===== config.mk =====
export PLATFORM = sky130hd
export DESIGN_NAME = unit_clause_evaluator
export DESIGN_NICKNAME = d
export VERILOG_FILES = /design/src/rtl/unit_clause_evaluator.sv
export SDC_FILE = /design/constraint.sdc
export NUM_CORES = 1
export LEC_CHECK = 0
export BUFFER_PORTS_ARGS = -buffer_cell sky130_fd_sc_hd__buf_2
export CAP_MARGIN = 20
export CORE_MARGIN = 4
export CORE_UTILIZATION = 30
export CTS_CLUSTER_DIAMETER = 80
export DETAILED_ROUTE_END_ITERATION = 8
export GPL_ROUTABILITY_DRIVEN = 0
export PLACE_DENSITY = 0.76
export SLEW_MARGIN = 20
export SYNTH_ARGS = -nofsm -noshare
export SYNTH_HDL_FRONTEND = slang
export SYNTH_SLANG_ARGS = --single-unit
export TNS_END_PERCENT = 10

===== constraint.sdc =====
create_clock -name clock -period 1.8 [get_ports clock]
set_clock_uncertainty 0.15 [all_clocks]
set_input_delay 0.54 -clock clock [delete_from_list [all_inputs] [get_ports clock]]
set_output_delay 0.54 -clock clock [all_outputs]
set_load 0.01 [all_outputs]

===== src/rtl/unit_clause_evaluator.sv =====
// unit_clause_evaluator
//
// Purpose:
//   Decides whether one clause of up to VAR_PER_CLAUSE literals is a unit
//   clause. A clause is unit when exactly one active literal is still
//   unassigned. For a unit clause it reports the implied variable and the
//   value that makes that literal true. The clause sits in the BCP path
//   between clause fetch and the implication queue. All results are
//   registered: one clause per cycle, one cycle of latency, no backpressure.
//
// Ports:
//   clock             rising-edge clock
//   reset_n           asynchronous, active-low reset
//   in_valid          qualifies the clause inputs this cycle
//   unassign          per slot, 1 = the slot's variable is unassigned
//   clause_mask       per slot, 1 = real literal, 0 = padding
//   clause_pole       per slot, 1 = negated literal, 0 = positive literal
//   variable          per slot variable ID, packed [VAR_PER_CLAUSE-1:0][VW-1:0]
//   out_valid         result registers hold an evaluation of a valid input
//   is_unit_clause    the evaluated clause is unit
//   implied_variable  variable ID of the single unassigned active literal
//   new_val           value to assign to implied_variable

module unit_clause_evaluator #(
  parameter int VAR_PER_CLAUSE = 5,
  parameter int NUM_VARIABLE   = 128,
  localparam int VW            = $clog2(NUM_VARIABLE)
) (
  input  logic                                clock,
  input  logic                                reset_n,
  input  logic                                in_valid,
  input  logic [VAR_PER_CLAUSE-1:0]           unassign,
  input  logic [VAR_PER_CLAUSE-1:0]           clause_mask,
  input  logic [VAR_PER_CLAUSE-1:0]           clause_pole,
  input  logic [VAR_PER_CLAUSE-1:0][VW-1:0]   variable,
  output logic                                out_valid,
  output logic                                is_unit_clause,
  output logic [VW-1:0]                       implied_variable,
  output logic                                new_val
);

  logic [VAR_PER_CLAUSE-1:0] cand;
  logic                      seen_one;
  logic                      seen_many;
  logic [VW-1:0]             sel_variable;
  logic                      sel_pole;
  logic                      unit;
  logic [VW-1:0]             core_variable;
  logic                      core_val;

  // Padding slots never count as candidates, whatever their unassign bit says.
  assign cand = unassign & clause_mask;

  // Scan the candidates once, tracking "at least one" and "more than one"
  // instead of a full popcount. The selected slot data is only meaningful
  // when exactly one candidate was seen; otherwise it is discarded below.
  always_comb begin
    seen_one     = 1'b0;
    seen_many    = 1'b0;
    sel_variable = '0;
    sel_pole     = 1'b0;
    for (int i = 0; i < VAR_PER_CLAUSE; i++) begin
      if (cand[i]) begin
        if (seen_one) begin
          seen_many = 1'b1;
        end
        seen_one     = 1'b1;
        sel_variable = variable[i];
        sel_pole     = clause_pole[i];
      end
    end
  end

  // Non-unit clauses drive all-zero results so no stale slot data leaks out.
  // A positive literal is satisfied by 1, a negated literal by 0.
  always_comb begin
    unit          = seen_one & ~seen_many;
    core_variable = '0;
    core_val      = 1'b0;
    if (unit) begin
      core_variable = sel_variable;
      core_val      = ~sel_pole;
    end
  end

  // Result registers. Idle cycles load zeros so the outputs are clean
  // whenever out_valid is low; reset discards any in-flight result.
  always_ff @(posedge clock or negedge reset_n) begin
    if (!reset_n) begin
      out_valid        <= 1'b0;
      is_unit_clause   <= 1'b0;
      implied_variable <= '0;
      new_val          <= 1'b0;
    end else begin
      out_valid <= in_valid;
      if (in_valid) begin
        is_unit_clause   <= unit;
        implied_variable <= core_variable;
        new_val          <= core_val;
      end else begin
        is_unit_clause   <= 1'b0;
        implied_variable <= '0;
        new_val          <= 1'b0;
      end
    end
  end

endmodule


* After elaboration in Yosys (flattened, before gate mapping)
Index checks and enable logic that the tools add are counted.
Cells by class: mux-type cells 28, bitwise logic cells 4
Operators by type and width (count):
- 7-bit 2-to-1 mux | 7
- 1-bit 2-to-1 mux | 21
- 5-bit AND | 1
- 1-bit inverter | 2
- 1-bit AND | 1
Word-level totals: bits in registers 10, word-level logic and storage cells 36, output and inout bits 10, input bits 53

* Longest topological paths before layout
depth in word-level cells 14, gate-level depth with buffers 6, gate-level depth less buffers 5

* Worst setup path after synthesis
OpenSTA, ideal clock, no wires.
path kind in2reg, start point input port unassign[1], end point register new_val, buffers on the path 1, library setup time 0.135 ns, arrival 1.403 ns, slack 0.112 ns, required time 1.515 ns, stages 6, path through and2_4 buf_6 xor2_1 a21oi_2 a41oi_4 a211oi_2
Between the ends: longest elaborated chain between the ends 12, elaborated cells between the ends (all ways) 21, those cells by class mux (17); bitwise (4)
RTL lines:
- start: declaration | RTL line 32 | input logic [VAR_PER_CLAUSE-1:0] unassign,
- 5-bit AND (*) | RTL line 52 | assign cand = unassign & clause_mask;
- 1-bit 2-to-1 mux | RTL line 63 | if (cand[i]) begin
- 1-bit 2-to-1 mux | RTL line 64 | if (seen_one) begin
- 1-bit 2-to-1 mux | RTL line 63
- 1-bit 2-to-1 mux | RTL line 64
- 1-bit 2-to-1 mux | RTL line 63
- 1-bit 2-to-1 mux | RTL line 64
- 1-bit 2-to-1 mux | RTL line 63
- 1-bit inverter | RTL line 77 | unit = seen_one & ~seen_many;
- 1-bit AND | RTL line 77
- 1-bit 2-to-1 mux (*) | RTL line 80 | if (unit) begin
- 1-bit 2-to-1 mux (*) | RTL line 96 | if (in_valid) begin
- end signal: assignment | RTL line 99 | new_val <= core_val;
- end: declaration | RTL line 39 | output logic new_val
Every way passes the cells marked *; elsewhere a longest branch is shown, timed or not.

* Worst setup path in the final report
start point input port unassign[4], end point register implied_variable[0]
Between the ends: longest elaborated chain between the ends 6, elaborated cells between the ends (all ways) 8, those cells by class mux (5); bitwise (3)
RTL lines:
- 5-bit AND (*) | RTL line 52
- 1-bit 2-to-1 mux | RTL line 63
- 1-bit inverter | RTL line 77
- 1-bit AND | RTL line 77
- 7-bit 2-to-1 mux (*) | RTL line 80
- 7-bit 2-to-1 mux (*) | RTL line 96
- end signal: assignment | RTL line 98 | implied_variable <= core_variable;
- end: declaration | RTL line 38 | output logic [VW-1:0] implied_variable,
Marks and branches as above.

==> impl_metrics.csv <==
group,metric,value,unit
clock_tree,cts_sinks,10,
global_routing,grt_max_degree,11,
pwr,p_leak,0.000557,uW
global_routing,antenna_found_initial,0,
timing,fin_crit,1.56,ns
clock_tree,clkTransAtPathRegs,0.06,ns
clock_tree,cts_buffers,3,
synthesis,synth.avg_cell_area,10.1,um^2
synthesis,ys_seq_area_frac,0.382,
die,die_h,54.7,um
layout,layout_common_cells,"buf_2, dfrtp_1, a22oi_1, a21oi_1",
timing,relSlewSlack,0.651,
timing,hold_violations,0,
setup_path,endpoint_kind,"register",
placement,dp_hpwl,1910,um
clock_tree,holdBufCountCts,1,
hold_path,holdPathStages,1,
layout,seq_area,250,um^2
route,drt-total-wl,2120,um
die,die_width,54.7,um
layout,areaGrowthSynthToFinish,63.3,%
global_routing,grt_pass1_vias,773,
clock_tree,cts_root_buf,"clkbuf_4",
placement,io_buffers,62,
die,rows,16,
clock_tree,cts_setup_buffers,0,
timing,fmax,643,MHz
layout,nNetsFinal,189,
route,wl_per_cell,13.1,um
synthesis,synthSimpleGateAreaFrac,0.115,
pwr,power_density,586,mW/mm^2
clock_tree,ctsResizeCount,0,
setup_path,worstPathArrival,1.57,ns
setup_path,cp_data_required_time,1.82,ns
route,drc,0,
route,viasPerCell,5.01,
synthesis,synth_cell_types,24,
timing,setup_violations,0,
timing,fin_setup_tns,0,ns
route,first_iter_violations,17,
global_routing,track_usage,0.142,
die,die-area,0.00299,mm^2
synthesis,synth_adder_area_share,0,
clock_tree,htree_levels,1,
clock_tree,cts_buffer_depth,2,
layout,drive_gt1_frac,0.578,
setup_path,setup.worst_path.start_class,"primary input",
timing,drv_slew,0,
die,start_util,0.324,
setup_path,cp_max_fo,7,
pwr,vdd_drop_max,0.260,mV
run,cap_violations,0,
global_routing,grt_pass1_wl,3150,um
layout,n_antenna_cell,0,
route,first_pass_iters,4,
setup_path,critPathKind,"primary input to register",
global_routing,grt_overflow,0,
synthesis,syn_nets,118,
timing,hold_ws,0.309,ns
synthesis,synth_top_family_by_area,"compound AO/OA/AOI/OAI gates",
synthesis,syn_area,654,um^2
timing,tightest_slew,0.521,ns
synthesis,yosys.area_share.xor_xnor,0.0134,
layout,fillers,204,
timing,rsz0062_at_grt,"no",
synthesis,synth_seq_cells,10,
synthesis,muxShareOfSynthArea,0,
synthesis,synth_compound_area_frac,0.451,
route,ant_nets,0,
layout,multiInputGateArea,379,um^2
layout,final_common_cell,"buf_2",
hold_path,holdCritPathClass,"primary input to register",
timing,fin_crit_sh,0.864,
synthesis,yosys_warnings,0,
synthesis,synthCells,65,
die,design.core.area,0.00202,mm^2
clock_tree,cts_tree,"built",
die,io_pins,63,
status,status,"completed",
route,num_vias,811,
registers in the layout, indices dropped and copies added (netlist names):
signal	flops
out_valid	1
new_val	1
implied_variable	7
is_unit_clause	1
worst max-delay path, cell delays in order:
cell and delay (ns):
buf_2 0.10, and2_1 0.17, nor2_1 0.43, a22oi_1 0.14, a21oi_1 0.19
layout make-up:
class / count / share of cell area
multi-input combinational: 51 / 0.355
timing repair buffer: 69 / 0.342
sequential: 10 / 0.234
clock buffer: 4 / 0.0340
tap: 27 / 0.0316
inverter: 1 / 0.00351
Yosys cell counts:
cell,n,area share
dfrtp_1,10,0.38
a21oi_1,8,0.061
a22oi_1,8,0.092
a221o_1,7,0.11
o211ai_1,7,0.080
nand2_1,6,0.034
and2_1,2,0.019
a211oi_2,1,0.019
a21oi_2,1,0.013
a221oi_1,1,0.013
a41oi_4,1,0.042
and2_4,1,0.013
buf_2,1,0.0076
buf_6,1,0.017
clkbuf_2,1,0.0076
inv_1,1,0.0057
nand2_2,1,0.0096
nand3_1,1,0.0076
nor2_1,1,0.0057
nor2_4,1,0.017
nor3_1,1,0.0076
o2111ai_1,1,0.013
o22ai_1,1,0.0096
xor2_1,1,0.013
cells by family (layout without fill, tap and decap cells):
family,after synthesis,after routing
AOI/OAI and AO/OA,36,36
and+or+nand+nor,14,14
DFF,10,10
buffers and inverters,4,74
xor gates and xnor gates,1,1
power by group:
| part | internal (uW) | switching [uW] | leakage [uW] |
|---|---|---|---|
| sequential | 239 | 3.03 | 0.000134 |
| clock | 122 | 66.6 | 0.0000210 |
| combinational | 101 | 94.8 | 0.000402 |
through the flow:
stage / utilization / power [uW] / setup slack, ns / cells / instance area, um^2
after detailed placement: 0.506 / 441 / -0.0182 / 157 / 1020
final: 0.528 / 626 / 0.245 / 162 / 1070
after global routing: 0.528 / 666 / 0.136 / 162 / 1070
after global placement: 0.506 / 436 / 0.0305 / 157 / 1020
after CTS: 0.528 / 630 / 0.247 / 162 / 1070
after floorplan: - / 340 / 0.112 / 65 / 654
per-layer routing:
metal / vias to the layer above / GRT usage / part of all wire
li1: 408 / - / -
met1: 360 / 0.155 / 0.37
met2: 43 / 0.283 / 0.53
met3: 0 / 0.0300 / 0.098
met4: 0 / 0.0124 / 0
met5: - / 0 / 0
worst paths after layout:
path                        startpoint                             to
max in group asynchronous      reset_n  implied_variable[0]$_DFF_PN0_
min                           in_valid            out_valid$_DFF_PN0_
max                        unassign[4]  implied_variable[0]$_DFF_PN0_
min in group asynchronous      reset_n  implied_variable[2]$_DFF_PN0_
Power figures use the tool's default switching activity.
